File: config.mk
export PLATFORM = sky130hd
export DESIGN_NAME = uart_rx
export DESIGN_NICKNAME = d
export VERILOG_FILES = /design/src/rtl/uart_rx.sv
export SDC_FILE = /design/constraint.sdc
export NUM_CORES = 1
export LEC_CHECK = 0
export BUFFER_PORTS_ARGS = -buffer_cell sky130_fd_sc_hd__buf_2
export CORE_MARGIN = 1.5
export CORE_UTILIZATION = 45
export DETAILED_ROUTE_END_ITERATION = 7
export GPL_ROUTABILITY_DRIVEN = 0
export HOLD_SLACK_MARGIN = 0.15
export PLACE_DENSITY_LB_ADDON = 0.25
export SKIP_LAST_GASP = 1
export SLEW_MARGIN = 40
export SYNTH_ARGS = -nofsm -noshare
export SYNTH_HDL_FRONTEND = slang
export SYNTH_SLANG_ARGS = --single-unit
File: constraint.sdc
create_clock -name clk -period 1.9 [get_ports clk]
set_input_delay 0.095 -clock clk [delete_from_list [all_inputs] [get_ports clk]]
set_output_delay 0.095 -clock clk [all_outputs]
set_load 0.05 [all_outputs]
File: src/rtl/uart_rx.sv
// 8N1 serial receiver with a two-flop synchronizer, mid-bit sampling, and frame-error and overrun flags.
// Defining UART_RX_PARITY_EN adds an even-parity bit between the data and stop bits, checked into parity_err.
module uart_rx #(
  parameter int CLKS_PER_BIT = 16,
  parameter int DATA_BITS    = 8
) (
  input  logic                 clk,
  input  logic                 clr,
  input  logic                 rx,
  input  logic                 rd_ack,
  output logic [DATA_BITS-1:0] data,
  output logic                 valid,
  output logic                 data_ready,
  output logic                 frame_err,
  output logic                 overrun,
  output logic                 busy,
`ifdef UART_RX_PARITY_EN
  output logic                 parity_err,
`endif
  output logic [2:0]           dbg_state
);

  localparam int CW = $clog2(CLKS_PER_BIT);
  localparam int BW = $clog2(DATA_BITS + 1);

  typedef enum logic [2:0] {
    S_IDLE  = 3'd0,
    S_START = 3'd1,
    S_DATA  = 3'd2,
`ifdef UART_RX_PARITY_EN
    S_PARITY = 3'd3,
`endif
    S_STOP  = 3'd4
  } state_t;

  state_t               r_state, w_next;
  logic                 r_sync1, r_sync2, r_sync3;
  logic [CW-1:0]        r_cnt, w_cnt;
  logic [BW-1:0]        r_bit, w_bit;
  logic [DATA_BITS-1:0] r_shift, w_shift, r_data;
  logic                 r_valid, r_ready, r_ferr, r_ovr, r_busy;
  logic                 w_done, w_half, w_full;
`ifdef UART_RX_PARITY_EN
  logic                 r_pbit, w_pbit, r_perr;
`endif

  assign w_half = (r_cnt == CW'(CLKS_PER_BIT / 2 - 1));
  assign w_full = (r_cnt == CW'(CLKS_PER_BIT - 1));

  // r_sync2 is the synchronized line; r_sync3 is its one-cycle delay for falling-edge detection.
  always_comb begin
    w_next  = r_state;
    w_cnt   = r_cnt + 1'b1;
    w_bit   = r_bit;
    w_shift = r_shift;
    w_done  = 1'b0;
`ifdef UART_RX_PARITY_EN
    w_pbit  = r_pbit;
`endif
    case (r_state)
      S_IDLE: begin
        w_cnt = '0;
        if (!r_sync2 && r_sync3) w_next = S_START;
      end
      S_START: begin
        if (w_half) begin
          w_cnt  = '0;
          w_bit  = '0;
          w_next = r_sync2 ? S_IDLE : S_DATA;
        end
      end
      S_DATA: begin
        if (w_full) begin
          w_cnt   = '0;
          w_shift = {r_sync2, r_shift[DATA_BITS-1:1]};
          w_bit   = r_bit + 1'b1;
          if (r_bit == BW'(DATA_BITS - 1)) begin
`ifdef UART_RX_PARITY_EN
            w_next = S_PARITY;
`else
            w_next = S_STOP;
`endif
          end
        end
      end
`ifdef UART_RX_PARITY_EN
      S_PARITY: begin
        if (w_full) begin
          w_cnt  = '0;
          w_pbit = r_sync2;
          w_next = S_STOP;
        end
      end
`endif
      S_STOP: begin
        if (w_full) begin
          w_cnt  = '0;
          w_done = 1'b1;
          w_next = S_IDLE;
        end
      end
      default: w_next = S_IDLE;
    endcase
  end

  always_ff @(posedge clk or negedge clr) begin
    if (!clr) begin
      r_state <= S_IDLE;
      r_sync1 <= 1'b1;
      r_sync2 <= 1'b1;
      r_sync3 <= 1'b1;
      r_cnt   <= '0;
      r_bit   <= '0;
      r_shift <= '0;
      r_data  <= '0;
      r_valid <= 1'b0;
      r_ready <= 1'b0;
      r_ferr  <= 1'b0;
      r_ovr   <= 1'b0;
      r_busy  <= 1'b0;
`ifdef UART_RX_PARITY_EN
      r_pbit  <= 1'b0;
      r_perr  <= 1'b0;
`endif
    end else begin
      r_sync1 <= rx;
      r_sync2 <= r_sync1;
      r_sync3 <= r_sync2;
      r_state <= w_next;
      r_cnt   <= w_cnt;
      r_bit   <= w_bit;
      r_shift <= w_shift;
      r_valid <= w_done;
      r_busy  <= (w_next != S_IDLE);
`ifdef UART_RX_PARITY_EN
      r_pbit  <= w_pbit;
`endif
      // A completion coinciding with rd_ack keeps the new byte pending and drops any old overrun.
      if (w_done) begin
        r_data  <= r_shift;
        r_ferr  <= ~r_sync2;
        r_ready <= 1'b1;
        r_ovr   <= rd_ack ? 1'b0 : (r_ovr | r_ready);
`ifdef UART_RX_PARITY_EN
        r_perr  <= ^{r_shift, r_pbit};
`endif
      end else if (rd_ack) begin
        r_ready <= 1'b0;
        r_ovr   <= 1'b0;
      end
    end
  end

  assign data       = r_data;
  assign valid      = r_valid;
  assign data_ready = r_ready;
  assign frame_err  = r_ferr;
  assign overrun    = r_ovr;
  assign busy       = r_busy;
  assign dbg_state  = r_state;
`ifdef UART_RX_PARITY_EN
  assign parity_err = r_perr;
`endif

endmodule

# Word level (Yosys, flattened, before mapping)
# Cells that the tools add are included.
[word_totals] register_bits=35 inputBits=4 output_inout_bits=16 word_cells=53
[classes] add_sub_neg=2 n_eq_ne=8 n_mux=19 bitwise=2 n_reduce_logical=9
[ops] operator="$mux 4" n=4
[ops] operator="$mux 3" n=5
[ops] operator="$pmux 3 s4" n=1
[ops] operator="$pmux 4 s3" n=1
[ops] operator="$add 4x1->4 const B" n=2
[ops] operator="$eq 4x3->1 const B" n=2
[ops] operator="$pmux 4 s2" n=1
[ops] operator="$mux 1" n=6
[ops] operator="$eq 4x4->1 const B" n=1
[ops] operator="$ne 2x2->1 const B" n=2
[ops] operator="$reduce_bool 2->1" n=2
[ops] operator="$eq 3x1->1 const B" n=1
[ops] operator="$eq 3x2->1 const B" n=1
[ops] operator="$eq 3x3->1 const B" n=1
[ops] operator="$logic_not 3->1" n=1
[ops] operator="$reduce_and 3->1" n=1
[ops] operator="$reduce_bool 3->1" n=1
[ops] operator="$mux 2" n=1
[ops] operator="$reduce_and 2->1" n=1
[ops] operator="$reduce_or 2->1" n=1
[ops] operator="$logic_and 1x1->1" n=1
[ops] operator="$logic_not 1->1" n=1
[ops] operator="$not 1->1" n=1
[ops] operator="$or 1x1->1" n=1

# Depth between registers and ports, before layout
# Gate-level depths: netlist of the first run.
[logic_depth] word_depth=5 mapped_depth=6 depth_no_buf=4

# Least setup slack after synthesis of the first run
# OpenSTA, ideal clock, no wires.
[synth_path] path_kind="register to register" startpoint="reg r_state[2] (netlist: dbg_state[2])" endpoint="reg r_data[0] (netlist: data[0])" setup_ps=125 arrival_time_ps=1667 t_required_ps=1775 slack_ps=108 path_stages_with_launch=6 path_buffers=2 synth_period_minus_slack_ps=1792 cell_sequence="dfrtp_1 > buf_2 > and2b_1 > and3_4 > buf_6 > mux2_4"
[synth_between] elab_chain_len=2
[synth_lines] element="start, declared" line_no="36" source="state_t r_state, w_next;"
[synth_lines] element="start signal, assigned" line_no="129" source="r_state <= w_next;"
[synth_lines] element="$eq 3x3->1" line_no="60" source="case (r_state)"
[synth_lines] element="$mux 1" line_no="60"
[synth_lines] element="net w_done" line_no="42" source="logic w_done, w_half, w_full;"
[synth_lines] element="end signal, assigned" line_no="140" source="r_data <= r_shift;"
[synth_lines] element="end, declared" line_no="40" source="logic [DATA_BITS-1:0] r_shift, w_shift, r_data;"
# The timed path passes the listed nets, and every way through them passes these cells.
# A chain may end at the register's enable or synchronous reset.

# Final worst setup path of the first run
[layout_path] startpoint="reg r_cnt[0]" endpoint="reg r_data[7] (netlist: data[7])"
[layout_between] elab_chain_len=3
[layout_lines] element="start, declared" line_no="38" source="logic [CW-1:0] r_cnt, w_cnt;"
[layout_lines] element="start signal, assigned" line_no="130" source="r_cnt <= w_cnt;"
[layout_lines] element="$eq 4x4->1" line_no="48" source="assign w_full = (r_cnt == CW'(CLKS_PER_BIT - 1));"
[layout_lines] element="$mux 1" line_no="96" source="if (w_full) begin"
[layout_lines] element="$mux 1" line_no="60"
# No other way between the ends.

==> metrics.md, run 1 <==
| Metric | Value |
|---|---|
| Router iterations before antenna repair | `4` |
| Vias | `approximately 1000` |
| Type of the worst min-delay path | `input port to asynchronous set/reset pin` |
| Syn_nets | `approximately 120` |
| Register area share after synthesis | `0.553` |
| Skew final | `0.00738 ns` |
| Yosys top cell by area | `dfrtp_1` |
| Max Cap Violations | `0` |
| I/O Buffers | `19` |
| CP Class | `flop to flop` |
| Final wirelength | `about 2600 microns` |
| First-pass GRT wire length | `4610 microns` |
| Met3 WL | `between 90 and 100 microns` |
| Largest net degree at the start of global routing | `36` |
| Fmax | `around 570 MHz` |
| CTS buffer count | `5` |
| Core footprint | `roughly 3400 sq um` |
| Worst Path Required | `between 2 and 2.5 ns` |
| Cell Pwr Density | `about 1000 nW/um^2` |
| Detailed placement HPWL | `1830 microns` |
| Most common cell after layout, fill and taps aside | `dfrtp_1` |
| Endpoints failing setup | `0` |
| Post-CTS sizing | `0` |
| Fin nets | `around 150` |
| H-tree depth | `2` |
| Worst setup margin | `between 0.1 and 0.15 ns` |
| Initial Util | `0.473` |
| Post-CTS setup buffers | `0` |
| Layout cells sized above 1 | `0.392` |
| Leak | `approximately 0.00091 uW` |
| Total negative slack | `0 ns` |
| Vias in the first global route | `977` |
| Antenna Cells | `0` |
| DRC Markers | `0` |
| FF+latch count, synth | `35` |
| Ys flop type | `dfrtp_1` |
| Latest clock arrival within the worst-skew pair | `~0.34 ns` |
| Syn_area_per_cell | `around 13 sq um` |
| Slew Viols, Final | `0` |
| CP endpoint kind | `flop` |
| Worst-path clk slew | `~0.11 ns` |
| Initial DRC count | `75` |
| Peak supply drop | `between 0.6 and 0.7 mV` |
| CTS tree | `done` |
| Clock root cell | `clkbuf_4` |
| Wl on met1 | `around 1300 microns` |
| Post-DR wirelength/cell | `between 10 and 15 microns` |
| Cell Area, Synth | `approximately 1600 sq um` |
| All-Layer GR Usage | `0.150` |
| Antenna violations before repair | `0` |
| Headroom to the max-slew limit | `0.709` |
| Top cell type's share of synthesized area | `0.503` |
| Die width | `between 60 and 70 microns` |
| I/O pin count | `20` |
| Clock buffer depth | `2` |
| Synth warn | `0` |
| Met2 wire len | `about 1200 microns` |
| Period Utilization, post-route | `0.922` |
| Arr. time, crit path | `around 2.0 ns` |
| Outcome | `complete, no violations` |
| Yosys cell types | `between 40 and 50` |
| Die Ht | `~62 microns` |
| Routed vias/inst | `about 5.3` |
| Post-place setup slack | `approximately 0.15 ns` |
| Die ar. | `3900 sq um` |
| EDFF count, synth | `0` |
| Final Hold Fails | `0` |
| Total clock sinks | `35` |
| Num rows | `21` |
| Synth Instances | `about 120` |
| Area grow syn2layout | `15.5%` |
| RSZ-0062 raised after global routing | `no` |
| Most frequent cells in the layout | `dfrtp_1 (32), buf_2 (18), mux2_2 (10)` |
| Post-synth ARST share | `1.00` |
| Cells taking the most area after synthesis | `dfrtp_1 (50%), mux2_2 (7.1%), mux2_4 (6.6%), dfstp_2 (5.0%), mux2i_1 (1.9%)` |
| Tightest Pin Transition | `~0.43 ns` |
| Grt ovf | `0` |
| Post-DRT Antenna Nets | `0` |
| CP startpoint kind | `flop` |
| Max FO, Critical Path | `11` |
| Max layer used | `met4` |
| Fin crit period | `between 1.5 and 2 ns` |
## where the power goes
group,internal (uW),total (uW),switching (uW)
registers,804,895,90.4
logic,134,348,213
clock network,411,657,246
## flip-flops by register name, indices dropped and copies added, names as in the netlist
signal and flops:
r_cnt 4, busy 1, data_ready 1, r_shift 8
frame_err 1, r_bit 4, r_sync3 1, dbg_state 3
r_sync2 1, data 8, overrun 1, r_sync1 1
valid 1
## path summary, 6_finish.rpt
check	from	end	slack, ns	depth (start not counted)
max	r_cnt[0]	data[7]	0.15	4
min	clr	busy	0.23	2
max reg2reg	r_cnt[0]	data[7]	0.15	4
min reg2reg	r_sync1	r_sync2	0.36	0
max in group asynchronous	clr	r_sync1	1.35	2
min in group clk	r_sync1	r_sync2	0.36	0
## area by class of cell
cell class | instances | area (sq um)
well taps | 46 | 57.6
clock inverters | 2 | 60.1
repair buffers | 24 | 143
inverters | 5 | 18.8
flip-flops and latches | 35 | 880
multi-input cells | 71 | 638
clock buffers | 6 | 41.3
fillers | 312 | 1530
## layer usage
layer	up-vias	track usage
li1	478	-
met1	509	0.200
met2	13	0.227
met3	4	0.0541
met4	0	0.0500
met5	-	0
## per-stage QoR
stage                     area [sq um]  std cells  power (uW)  hold WS, ns  utilization
after detailed placement          1700        178        1250        0.204        0.507
after floorplan                   1590        118        1200       -0.201            -
after CTS                         1840        189        1910        0.365        0.546
after global placement            1700        178        1240        0.202        0.507
final                             1840        189        1900        0.228        0.547
after global routing              1840        189        2000        0.258        0.547
## what timing repair did
action	CTS	global route
endpoints found under the setup margin	0	0
endpoints found under the hold margin	35	0
hold buffers	3	0
## critical path, stage by stage, from the launching register on
cell and delay, ns:
dfrtp_1 0.39, ha_1 0.35, and3_1 0.23, and3_4 0.31, mux2_2 0.36
## Yosys cell counts, types with 2 or more instances
master and number:
dfrtp_1 32, mux2_2 10, mux2_4 7, inv_1 5, a311oi_1 3, buf_4 3
dfstp_2 3, mux2i_1 3, nand2_1 3, nor2_1 3, nor3_1 3, o21ai_0 3
and3b_1 2, buf_2 2, buf_6 2, ha_1 2, nand3_1 2, nor2b_1 2
nor3b_1 2, o221ai_1 2, o31ai_1 2
## logic make-up (layout without fill, tap and decap cells)
family                   Yosys count  count (layout)  share of synthesized area
AO/OA/AOI/OAI                     19              19                     0.0920
XOR/XNOR                           2               2                     0.0110
adder cells (fa/ha/maj)            2               2                     0.0157
buffers and inverters             12              37                     0.0464
flip-flops                        35              35                      0.553
multiplexers                      20              20                      0.156
AND/OR/NAND/NOR                   28              28                      0.127
(Power assumes the default switching activity.)
==> run 2: changes to the inputs <==
Settings changed: RECOVER_POWER set to 25.
==> run 2 against run 1 <==
Effect of this change:
- die area stayed put
- first-iteration DRC count unchanged
- clock skew did not move
- core utilization is 0.074 points lower
- total power is essentially flat
- register-to-register slack is essentially flat
- global-route usage unchanged
- hold slack better by 0.14 ns
- setup slack unchanged
- sequential cell count did not move
==> metrics.md, run 2 (synthesis gave the netlist of run 1 again) <==
| Metric | Value |
|---|---|
| Outcome | `complete, no violations` |
| Cell Pwr Density | `between 1000 and 1500 nW/um^2` |
| Layout Utilization | `0.546` |
| Cell internal pwr | `between 1000 and 1500 uW` |
| Arr. time, crit path | `1.98 ns` |
| Leak | `about 0.00091 uW` |
| Die ar. | `3900 sq um` |
| Grt ovf | `0` |
| Latest clock arrival within the worst-skew pair | `between 0.3 and 0.4 ns` |
| Antenna Cells | `0` |
| Antenna violations before repair | `0` |
| Detailed placement HPWL | `1830 microns` |
| R2R setup slack | `approximately 0.15 ns` |
| Final wirelength | `roughly 2600 microns` |
| Clock buffer depth | `2` |
| Num rows | `21` |
| Tightest Pin Transition | `about 0.82 ns` |
| Most common cell after layout, fill and taps aside | `dfrtp_1` |
| Area grow syn2layout | `15.3%` |
| Layout cells sized above 1 | `0.392` |
| Router iterations before antenna repair | `4` |
| DRC Markers | `0` |
| Vias | `around 1000` |
| Post-CTS sizing | `0` |
| Clock root cell | `clkbuf_4` |
| CP Class | `flop to flop` |
| CP endpoint kind | `flop` |
| Headroom to the max-slew limit | `0.456` |
| H-tree depth | `2` |
| Post-place setup slack | `between 0.15 and 0.2 ns` |
| I/O pin count | `20` |
| Worst Path Required | `roughly 2.1 ns` |
| Final Hold Fails | `0` |
| CTS tree | `done` |
| Post-DR wirelength/cell | `13.7 microns` |
| Max Cap Violations | `0` |
| Worst r2r src | `r_cnt[0]` |
| Net Switching | `about 550 uW` |
| Die width | `approximately 62 microns` |
| Routed vias/inst | `5.31` |
| CTS buffer count | `5` |
| Combinational share of power | `0.183` |
| CP startpoint kind | `flop` |
| Final Cell Area | `1840 sq um` |
| Worst R2R End | `data[7]` |
| I/O Buffers | `19` |
| Total negative slack | `0 ns` |
| Period Utilization, post-route | `0.922` |
| Hold Path End | `r_sync2` |
| Fin nets | `148` |
| RSZ-0062 raised after global routing | `no` |
| Worst-path clk slew | `roughly 0.10 ns` |
| Initial DRC count | `75` |
| Peak supply drop | `0.667 mV` |
| Core footprint | `roughly 3400 sq um` |
| Fmax | `about 570 MHz` |
| Slew Viols, Final | `0` |
| Most frequent cells in the layout | `dfrtp_1 (32), buf_2 (18), mux2_2 (10)` |
| Worst setup margin | `about 0.15 ns` |
| Total clock sinks | `35` |
| Clk pwr share | `0.346` |
| Max FO, Critical Path | `11` |
| Seq pwr share | `0.471` |
| Fin crit period | `~1.8 ns` |
| Vias in the first global route | `between 900 and 1000` |
| Post-DRT Antenna Nets | `0` |
| Hold Crit Start | `r_sync1` |
| Switching share of power | `0.290` |
| Endpoints failing setup | `0` |
| Type of the worst min-delay path | `flop to flop` |
| Worst Reg-to-Reg Cells | `4` |
| All-Layer GR Usage | `0.150` |
| Largest net degree at the start of global routing | `36` |
| Skew final | `between 0.007 and 0.008 ns` |
| Die Ht | `roughly 62 microns` |
| First-pass GRT wire length | `4610 microns` |
| Hold path cells | `0` |
| Placed Area | `1700 sq um` |
| Initial Util | `0.473` |
-- run 2: final cells by class --
type / count / area, sq um
inverters: 5 / 18.8
clock buffers: 6 / 41.3
flip-flops and latches: 35 / 880
repair buffers: 24 / 140
fillers: 313 / 1530
multi-input cells: 71 / 638
well taps: 46 / 57.6
clock inverters: 2 / 60.1
-- run 2: worst max-delay path by stage --
stage            startpoint         end  slack, ns  cells past startpoint
6_report           r_cnt[0]     data[7]       0.15                      4
5_1_grt            r_cnt[0]  r_shift[2]       0.06                      5
2_1_floorplan  dbg_state[2]     data[0]       0.11                      5
4_1_cts            r_cnt[0]     data[7]       0.15                      4
3_5_place_dp       r_cnt[0]     data[7]       0.15                      4
3_3_place_gp       r_cnt[0]     data[7]       0.21                      4
-- run 2: metal layers --
layer,GRT usage,vias up,share of wire
li1,-,478,-
met1,0.200,509,0.49
met2,0.227,13,0.47
met3,0.0541,4,0.036
met4,0.0500,0,0.012
met5,0,-,0
-- run 2: power groups by stage --
stage / registers [uW] / logic (uW) / clock network, uW
floorplan: 905 / 298 / 0
global placement: 905 / 333 / 0
detailed placement: 911 / 342 / 0
CTS: 896 / 348 / 668
global route: 909 / 387 / 700
finish: 895 / 347 / 657
-- run 2: worst max-delay path, cell delays in order, from the launching register on --
cell	delay (ns)
dfrtp_1	0.39
ha_1	0.35
and3_1	0.23
and3_4	0.31
mux2_2	0.36
-- run 2: per-stage QoR --
step | total power, uW | hold slack, ns | cells
after floorplan | 1200 | -0.201 | 118
after global placement | 1240 | 0.202 | 178
after detailed placement | 1250 | 0.204 | 178
after CTS | 1910 | 0.365 | 189
after global routing | 2000 | 0.366 | 189
final | 1900 | 0.363 | 189
-- run 2: timing repair --
item,CTS,global route
hold buffers,3,0
setup buffers,0,0
endpoints found under the hold margin,35,0
